[config.mk]
export PLATFORM = sky130hd
export DESIGN_NAME = flatten_stage
export DESIGN_NICKNAME = d
export VERILOG_FILES = /design/src/rtl/flatten_stage.sv
export SDC_FILE = /design/constraint.sdc
export NUM_CORES = 1
export LEC_CHECK = 0
export BUFFER_PORTS_ARGS = -buffer_cell sky130_fd_sc_hd__buf_2
export CAP_MARGIN = 15
export CORE_MARGIN = 5
export CORE_UTILIZATION = 54
export CTS_CLUSTER_DIAMETER = 80
export CTS_CLUSTER_SIZE = 10
export DETAILED_ROUTE_END_ITERATION = 8
export MAX_ROUTING_LAYER = met4
export PLACE_DENSITY = 0.79
export SETUP_SLACK_MARGIN = 0.15
export SLEW_MARGIN = 10
export SYNTH_ARGS = -nofsm -noshare
export SYNTH_HDL_FRONTEND = slang
export SYNTH_SLANG_ARGS = --single-unit
[constraint.sdc]
create_clock -name clk -period 4.75 [get_ports clk]
set_clock_uncertainty 0.05 [all_clocks]
set_input_delay 0.475 -clock clk [delete_from_list [all_inputs] [get_ports clk]]
set_output_delay 0.475 -clock clk [all_outputs]
set_load 0.02 [all_outputs]
[src/rtl/flatten_stage.sv]
// Flatten stage: copies a max-pooled bank into the flattened bank,
// one read and one write per word, tracking the largest word seen.
module flatten_stage #(
  parameter logic [2:0] SRC_SEL = 3'b011,
  parameter logic [2:0] DST_SEL = 3'b101,
  parameter int         N_WORDS = 1024,
  parameter logic       CH      = 1'b0
) (
  input  logic        clk,
  input  logic        reset,
  input  logic        start,
  output logic        busy,
  output logic        done,
  output logic        crd,
  output logic [11:0] caddr_rd,
  input  logic [19:0] cdata_rd,
  output logic        cwr,
  output logic [11:0] caddr_wr,
  output logic [19:0] cdata_wr,
  output logic [2:0]  csel,
  output logic [19:0] max_val,
  output logic [9:0]  max_idx
);

  typedef enum logic [2:0] {
    S_IDLE,
    S_RD,
    S_CAP,
    S_WR,
    S_DONE
  } state_t;

  localparam logic [9:0] LAST = 10'(N_WORDS - 1);

  state_t      state;
  state_t      state_nx;
  logic [9:0]  idx;
  logic [19:0] data_q;
  logic [19:0] run_max;
  logic [9:0]  run_idx;
  logic [11:0] rd_addr_q;
  logic [11:0] wr_addr_q;
  logic        last;
  logic        accept;

  assign last   = (idx == LAST);
  assign accept = (state == S_IDLE) && start;

  // State register
  always_ff @(posedge clk or posedge reset) begin
    if (reset) state <= S_IDLE;
    else       state <= state_nx;
  end

  // Next-state: fixed RD/CAP/WR cadence per word
  always_comb begin
    state_nx = state;
    unique case (state)
      S_IDLE:  if (start) state_nx = S_RD;
      S_RD:    state_nx = S_CAP;
      S_CAP:   state_nx = S_WR;
      S_WR:    state_nx = last ? S_DONE : S_RD;
      S_DONE:  state_nx = S_IDLE;
      default: state_nx = S_IDLE;
    endcase
  end

  // Word index: cleared on accept, advanced after each write
  always_ff @(posedge clk or posedge reset) begin
    if (reset)                          idx <= '0;
    else if (accept)                    idx <= '0;
    else if (state == S_WR && !last)    idx <= idx + 10'd1;
  end

  // Capture read data at the end of CAP
  always_ff @(posedge clk or posedge reset) begin
    if (reset)                 data_q <= '0;
    else if (state == S_CAP)   data_q <= cdata_rd;
  end

  // Running max; strict compare so ties keep the earlier index
  always_ff @(posedge clk or posedge reset) begin
    if (reset) begin
      run_max <= '0;
      run_idx <= '0;
    end else if (accept) begin
      run_max <= '0;
      run_idx <= '0;
    end else if (state == S_CAP && cdata_rd > run_max) begin
      run_max <= cdata_rd;
      run_idx <= idx;
    end
  end

  // Publish the run result on entering DONE
  always_ff @(posedge clk or posedge reset) begin
    if (reset) begin
      max_val <= '0;
      max_idx <= '0;
    end else if (state == S_WR && last) begin
      max_val <= run_max;
      max_idx <= run_idx;
    end
  end

  // Remember addresses so they hold outside their strobe states
  always_ff @(posedge clk or posedge reset) begin
    if (reset) begin
      rd_addr_q <= '0;
      wr_addr_q <= '0;
    end else begin
      if (state == S_RD) rd_addr_q <= {2'b00, idx};
      if (state == S_WR) wr_addr_q <= {1'b0, idx, CH};
    end
  end

  // Outputs decoded from state and registers only
  always_comb begin
    busy     = 1'b0;
    done     = 1'b0;
    crd      = 1'b0;
    cwr      = 1'b0;
    csel     = 3'b000;
    caddr_rd = rd_addr_q;
    caddr_wr = wr_addr_q;
    cdata_wr = data_q;
    unique case (state)
      S_RD: begin
        busy     = 1'b1;
        crd      = 1'b1;
        csel     = SRC_SEL;
        caddr_rd = {2'b00, idx};
      end
      S_CAP: begin
        busy = 1'b1;
        csel = SRC_SEL;
      end
      S_WR: begin
        busy     = 1'b1;
        cwr      = 1'b1;
        csel     = DST_SEL;
        caddr_wr = {1'b0, idx, CH};
      end
      S_DONE:  done = 1'b1;
      default: ;
    endcase
  end

endmodule

# Word level (Yosys, flattened, before mapping)
# Index checks and enable logic that the tools add are counted.
word_totals:
  register_bits: 117
  in_bits: 23
  out_inout_bits: 81
  wordCells: 43
classes:
  addsub: 1
  magnitude_cmp: 1
  n_eq_ne: 6
  muxes: 16
  n_reduce_logical: 10
ops:
  columns: ["operator", "count"]
  rows:
  - ["$mux W10", 4]
  - ["$mux W20", 2]
  - ["$mux W12", 2]
  - ["$gt A20 B20 Y1", 1]
  - ["$pmux W3 S4", 1]
  - ["$add A10 B1 Y10 const B", 1]
  - ["$eq A10 B10 Y1 const B", 1]
  - ["$eq A3 B2 Y1 const B", 2]
  - ["$mux W3", 2]
  - ["$pmux W3 S2", 1]
  - ["$logic_and A1 B1 Y1", 4]
  - ["$mux W1", 4]
  - ["$reduce_bool A2 Y1", 2]
  - ["$eq A3 B1 Y1 const B", 1]
  - ["$eq A3 B3 Y1 const B", 1]
  - ["$logic_not A3 Y1", 1]
  - ["$reduce_or A3 Y1", 1]
  - ["$ne A2 B2 Y1 const B", 1]
  - ["$reduce_or A2 Y1", 1]
  - ["$logic_not A1 Y1", 1]

# Depth between registers and ports, before layout
# Gate-level depths: netlist of the first run.
depth:
  ltp_word: 5
  ltp_mapped: 9
  depth_no_buf: 8

# Least setup slack after synthesis of the first run
# OpenSTA, ideal clock, no wires.
synth_path:
  path_type: "in2reg"
  from: "input cdata_rd[11]"
  to: "register run_idx[0]"
  setup_ns: 0.121
  t_arrival_ns: 1.948
  required_ns: 4.579
  path_slack_ns: 2.631
  path_stages: 8
  path_buffers: 1
  path_cell_list: "ha_1 a21oi_1 o21ai_0 a22o_1 a211oi_1 a21oi_1 buf_2 a22o_1"
synth_between:
  elab_chain_cells: 3
synth_rtl:
  columns: ["item", "line", "rtl"]
  rows:
  - ["start, declared", "16", "input logic [19:0] cdata_rd,"]
  - ["$gt A20 B20 Y1", "89", "end else if (state == S_CAP && cdata_rd > run_max) begin"]
  - ["$logic_and A1 B1 Y1", "89", null]
  - ["$reduce_bool A2 Y1 (no source line)", null, null]
  - ["end signal, assigned", "91", "run_idx <= idx;"]
  - ["end, declared", "40", "logic [9:0] run_idx;"]
# Every way passes these cells.
# A chain may end at the register's enable or synchronous reset.

# Final worst setup path of the first run
layout_path:
  from: "register state[0]"
  to: "output caddr_rd[5]"
layout_between:
  elab_chain_cells: 2
layout_rtl:
  columns: ["item", "line", "rtl"]
  rows:
  - ["start, declared", "35", "state_t state;"]
  - ["start signal, assigned", "52", "else state <= state_nx;"]
  - ["$eq A3 B1 Y1", "127", "unique case (state)"]
  - ["$mux W12", null, null]
  - ["end, declared", "15", "output logic [11:0] caddr_rd,"]
# Every way passes these cells.

==> results.json, run 1 <==
{
  "critPathRequiredTime_ns": 4.22,
  "gr-usage-all-layers_pct": 21.7,
  "critical_path_arrival_ns": 2.53,
  "drt_iter0_drc": 91,
  "fp.dieH_um": 106,
  "antenna_left": 0,
  "slew_viol_final": 0,
  "hpwl_um": 7570,
  "netlist_instances": 389,
  "die_area_mm2": 0.0113,
  "cp_max_fo": 15,
  "drv_cap": 0,
  "wire_per_inst_um": 18.1,
  "start_util_pct": 54.8,
  "synth.yosys.seq_area_share_pct": 58.4,
  "cts_root_buf": "clkbuf_8",
  "cts_buffer_depth": 2,
  "synth_area_mm2": 0.00501,
  "antenna_found_initial": 0,
  "cts.htree.levels": 4,
  "timing.final.crit_period_ns": 3.05,
  "wl_um": 11300,
  "cts_resized": 0,
  "clock-sinks": 117,
  "numCtsBuffers": 17,
  "synth-main-ff-cell": "dfrtp_1",
  "critPathKind": "reg -> out",
  "n_antenna_cell": 0,
  "power.total_w": 0.00387,
  "final_hold_viol_count": 0,
  "yosysWarnings": 0,
  "rows": 35,
  "io_buffers": 103,
  "core_area_mm2": 0.00915,
  "timing.final.crit_share_pct": 64.2,
  "cts_tree": "built",
  "nFillCells": 686,
  "cts_setup_buffers": 0,
  "die_x_um": 106,
  "drc": 0,
  "vias_per_cell": 5.58,
  "place_congestion": 0.774,
  "nets": 543,
  "slew_headroom_pct": 30.1,
  "fin_setup_tns_ns": 0,
  "avgSynthCellArea_um2": 12.9,
  "grt_overflow": 0,
  "dr.pass1.iters": 4,
  "ir_worst_vdd_uv": 342,
  "area.growth.synth_to_final_pct": 24.3,
  "finalSetupViolCount": 0,
  "fmax_mhz": 328,
  "grt_pass1_vias": 3669,
  "synthArstFlopShare_pct": 100,
  "multi_input_area_mm2": 0.00191,
  "grt_max_degree": 74,
  "total_leakage_power_nw": 3.29,
  "grt_pass1_wl_um": 18500,
  "tightest_slew_ns": 1.04,
  "synthesis.nets": 433,
  "regArea_mm2": 0.00293,
  "crit_path_start_kind": "flop",
  "hp-class": "in -> async",
  "synth_edf_count": 0,
  "clk_pin_slew_ns": 0.05,
  "synth-seq-cells": 117,
  "whs_ns": 0.0809,
  "clk_latency_ns": 0.51,
  "drive_above_1_share_pct": 41.8,
  "rsz0062_at_grt": "false",
  "powerDensity_mw_per_mm2": 620,
  "status": "finished clean",
  "vias": 3476,
  "ys_types": 38,
  "io-pin-count": 104,
  "cts_hold_buffers": 0,
  "crit_path_end_kind": "output pin"
}
-- where the power goes --
group	total (W)	leakage (nW)	internal (W)	switching [W]
logic	0.00118	1.44	0.000481	0.000698
clock network	0.00131	0.294	0.000863	0.000444
registers	0.00138	1.55	0.00122	0.000165
-- cells in the final DEF, fill, tap and decap left out, drive strengths merged, types with 2 or more instances in the layout --
cell type | netlist | final
a21o | 3 | 3
a21oi | 13 | 13
a22o | 31 | 31
and2 | 3 | 3
buf | 16 | 108
bufinv | 0 | 4
clkbuf | 1 | 19
clkinv | 1 | 6
clkinvlp | 0 | 3
dfrtp | 117 | 117
ha | 21 | 21
inv | 24 | 25
mux2 | 61 | 61
nand2 | 36 | 36
nand3 | 6 | 6
nand3b | 2 | 2
nand4 | 5 | 5
nor2 | 16 | 16
nor2b | 2 | 2
nor3 | 3 | 3
nor3b | 3 | 3
o21ai | 7 | 7
or2 | 2 | 2
or3 | 3 | 3
xor2 | 4 | 4
-- registers in the layout, summed over array words and instances (netlist names) --
signal and count:
idx 10, run_idx 10, max_idx 10, cdata_wr 20, wr_addr_q 12, state 3
max_val 20, rd_addr_q 12, run_max 20
-- metrics by stage --
stage                     setup WS, ns  cell area [µm²]  cells  util, %
after floorplan                   1.12             5010    389        -
after global placement            2.08             5620    591     61.4
after detailed placement          1.96             5620    591     61.4
after CTS                         1.67             6230    623     68.1
after global routing              1.57             6230    623     68.1
final                             1.70             6230    623     68.1
-- cell families after synthesis --
| group | synth area share [%] |
|---|---|
| mux | 13.9 |
| compound gates | 8.86 |
| flops | 58.4 |
| xor+xnor | 0.873 |
| simple gates | 8.81 |
| fa+ha+maj | 5.24 |
| buf+inv | 3.94 |
-- Yosys cell counts, types with 2 or more instances --
cell / n / area share [%]
dfrtp_1: 117 / 58
mux2_2: 61 / 14
nand2_1: 36 / 2.7
a22o_1: 31 / 5.4
inv_1: 24 / 1.8
ha_1: 21 / 5.2
nor2_1: 16 / 1.2
a21oi_1: 13 / 1.3
buf_2: 11 / 1.1
o21ai_0: 7 / 0.70
nand4_1: 5 / 0.62
nand3_1: 4 / 0.40
xor2_1: 4 / 0.70
a21o_1: 3 / 0.45
and2_1: 3 / 0.37
buf_6: 3 / 0.67
nor3_1: 3 / 0.30
or3_1: 3 / 0.37
nand3_2: 2 / 0.40
nor2b_1: 2 / 0.25
nor3b_2: 2 / 0.50
or2_2: 2 / 0.25
-- per-layer routing --
metal,up-vias,share of wire (%),GRT usage (%)
li1,1590,-,-
met2,102,52,36.6
met4,0,1.8,7.49
met3,18,5.2,5.10
met5,-,0,-
met1,1766,41,25.6
-- final cells by class --
type,count,share of cell area (%)
clock inverters,13,2.89
clock buffers,19,6.92
flip-flops and latches,117,47.0
multi-input cells,230,30.6
inverters,25,1.55
repair buffers,108,8.87
well taps,111,2.23
-- worst paths after layout --
kind	start	slack, ns	cells past startpoint	endpoint
worst min-delay path	reset	0.08	2	max_val[7]
max in group asynchronous	reset	3.43	3	run_max[9]
worst min register to register	wr_addr_q[1]	0.42	2	wr_addr_q[1]
worst max register to register	run_max[9]	2.08	8	run_idx[4]
worst max-delay path	state[0]	1.70	3	caddr_rd[5]
min in group clk	cdata_rd[7]	0.18	2	run_max[7]
-- critical path: stages (launching register included) --
cell,delay [ns]
dfrtp_1,0.51
nor3b_2,0.90
mux2_2,0.44
buf_2,0.16
(Power assumes the default switching activity.)
==> inputs of run 2 (changes only) <==
==> constraint.sdc (replaced) <==
create_clock -name clk -period 2.9 [get_ports clk]
set_clock_uncertainty 0.05 [all_clocks]
set_input_delay 0.29 -clock clk [delete_from_list [all_inputs] [get_ports clk]]
set_output_delay 0.29 -clock clk [all_outputs]
set_load 0.02 [all_outputs]
==> run 2 against run 1 <==
  * Combinational power grew 69%
  * Cell count grew 3.7%
  * Clock power grew 63%
  * Non-clock buffer count grew 23
  * Cell area grew 3.9%
  * Count of clock-buffer cells in the layout grew 4
  * Routed wire length grew 0.20%
  * Critical endpoint is now caddr_rd[8]
  * Largest cell class unchanged
==> results.json, run 2 (synthesized netlist as in run 1, its figures left out) <==
{
  "hpwl_um": 7480,
  "final_area_mm2": 0.00648,
  "wl_um": 11300,
  "fp.dieH_um": 106,
  "io_buffers": 103,
  "ir_worst_vdd_uv": 601,
  "power_switching_share_pct": 33.2,
  "total_leakage_power_nw": 3.39,
  "place_area_mm2": 0.00567,
  "die_area_mm2": 0.0113,
  "grtUsageMet2_pct": 34.9,
  "place_congestion": 0.813,
  "clk_latency_ns": 0.52,
  "dr.pass1.iters": 4,
  "most-common-layout-cells": "dfrtp_1, buf_2, mux2_2",
  "drt_iter0_drc": 150,
  "grt_max_degree": 45,
  "critPathKind": "reg -> out",
  "cts_tree": "built",
  "crit_path_start_kind": "flop",
  "die_x_um": 106,
  "fmax_mhz": 387,
  "timing.final.crit_period_ns": 2.59,
  "drive_above_1_share_pct": 40.6,
  "setup_slack_ns": 0.315,
  "tightest_slew_ns": 0.563,
  "dp_slack_ns": 0.205,
  "whs_ns": 0.0288,
  "core_area_mm2": 0.00915,
  "crit_path_end_kind": "output pin",
  "timing.final.crit_share_pct": 89.1,
  "antenna_found_initial": 0,
  "p_clk_share_pct": 33.5,
  "start_util_pct": 54.8,
  "multi_input_area_mm2": 0.00192,
  "area.growth.synth_to_final_pct": 29.2,
  "drc": 0,
  "clk_pin_slew_ns": 0.05,
  "vias_per_cell": 5.46,
  "p_comb_share_pct": 31.1,
  "n_antenna_cell": 0,
  "p_int_w": 0.00427,
  "regArea_mm2": 0.00293,
  "grt_overflow": 0,
  "drv_cap": 0,
  "nets": 566,
  "finalSetupViolCount": 0,
  "final_hold_viol_count": 0,
  "clock-sinks": 117,
  "antenna_left": 0,
  "nFillCells": 619,
  "critical_path_arrival_ns": 2.25,
  "rsz0062_at_grt": "false",
  "vias": 3530,
  "powerDensity_mw_per_mm2": 986,
  "hp-class": "in -> reg",
  "grtUsageMet1_pct": 27.1,
  "final_cell_count_no_fill": 646,
  "cts_buffer_depth": 2,
  "numCtsBuffers": 17,
  "cts_root_buf": "clkbuf_8",
  "io-pin-count": 104,
  "rows": 35,
  "gr-usage-all-layers_pct": 21.9,
  "dp_cells": 596,
  "wire_per_inst_um": 17.5,
  "final_common_cell": "dfrtp_1",
  "critPathRequiredTime_ns": 2.56,
  "switching_power_w": 0.00212,
  "p_seq_share_pct": 35.3,
  "grt_pass1_wl_um": 18800,
  "slew_headroom_pct": 62.4,
  "grt-busiest-layer": "met2",
  "grt_use_met3_pct": 5.65,
  "fin_setup_tns_ns": 0,
  "slew_viol_final": 0,
  "cts.htree.levels": 4,
  "cp_max_fo": 9,
  "grt_pass1_vias": 3765,
  "status": "finished clean"
}
run 2: area by class of cell:
class | instances | area share [%]
Sequential cell | 117 | 45.2
Multi-Input combinational cell | 230 | 29.7
Timing Repair Buffer | 131 | 12.1
Clock buffer | 23 | 7.05
Clock inverter | 9 | 2.32
Tap cell | 111 | 2.14
Inverter | 25 | 1.51
run 2: path summary, 6_finish.rpt:
kind / start / to / slack [ns] / cells past startpoint
max: state[0] / caddr_rd[8] / 0.31 / 4
min: cdata_rd[3] / run_max[3] / 0.03 / 2
max reg2reg: run_max[19] / run_idx[9] / 0.33 / 9
min reg2reg: wr_addr_q[7] / wr_addr_q[7] / 0.42 / 2
max in group asynchronous: reset / max_val[5] / 1.74 / 4
min in group asynchronous: reset / wr_addr_q[5] / 0.32 / 3
run 2: timing repair:
| action | 4_1_cts | 5_1_grt |
|---|---|---|
| endpoints found under the setup margin | 12 | 18 |
| setup buffers | 0 | 0 |
| gates resized for setup | 1 | 2 |
| hold buffers | 18 | 0 |
| hold endpoints to repair | 50 | 0 |
run 2: critical path, cell delays in order (launching register included):
cell and delay, ns:
dfrtp_1 0.52, nor3b_4 0.45, buf_4 0.24, mux2_2 0.35, buf_2 0.16
run 2: stage by stage:
step	power [W]	utilization [%]
global route	0.00674	70.8
detailed placement	0.00421	62.0
CTS	0.00641	70.7
finish	0.00639	70.8
global placement	0.00414	62.0
floorplan	0.00361	-
run 2: power groups by stage:
stage / Clock [W] / Combinational, W / Sequential, W
final: 0.00214 / 0.00199 / 0.00226
after global routing: 0.00226 / 0.00218 / 0.00230
after CTS: 0.00217 / 0.00198 / 0.00225
after floorplan: 0 / 0.00122 / 0.00238
after detailed placement: 0 / 0.00194 / 0.00228
after global placement: 0 / 0.00189 / 0.00225
run 2: layer usage:
layer,vias to the layer above,wire (µm)
li1,1634,-
met1,1768,4990
met2,106,5540
met3,22,547
met4,0,224
met5,-,0
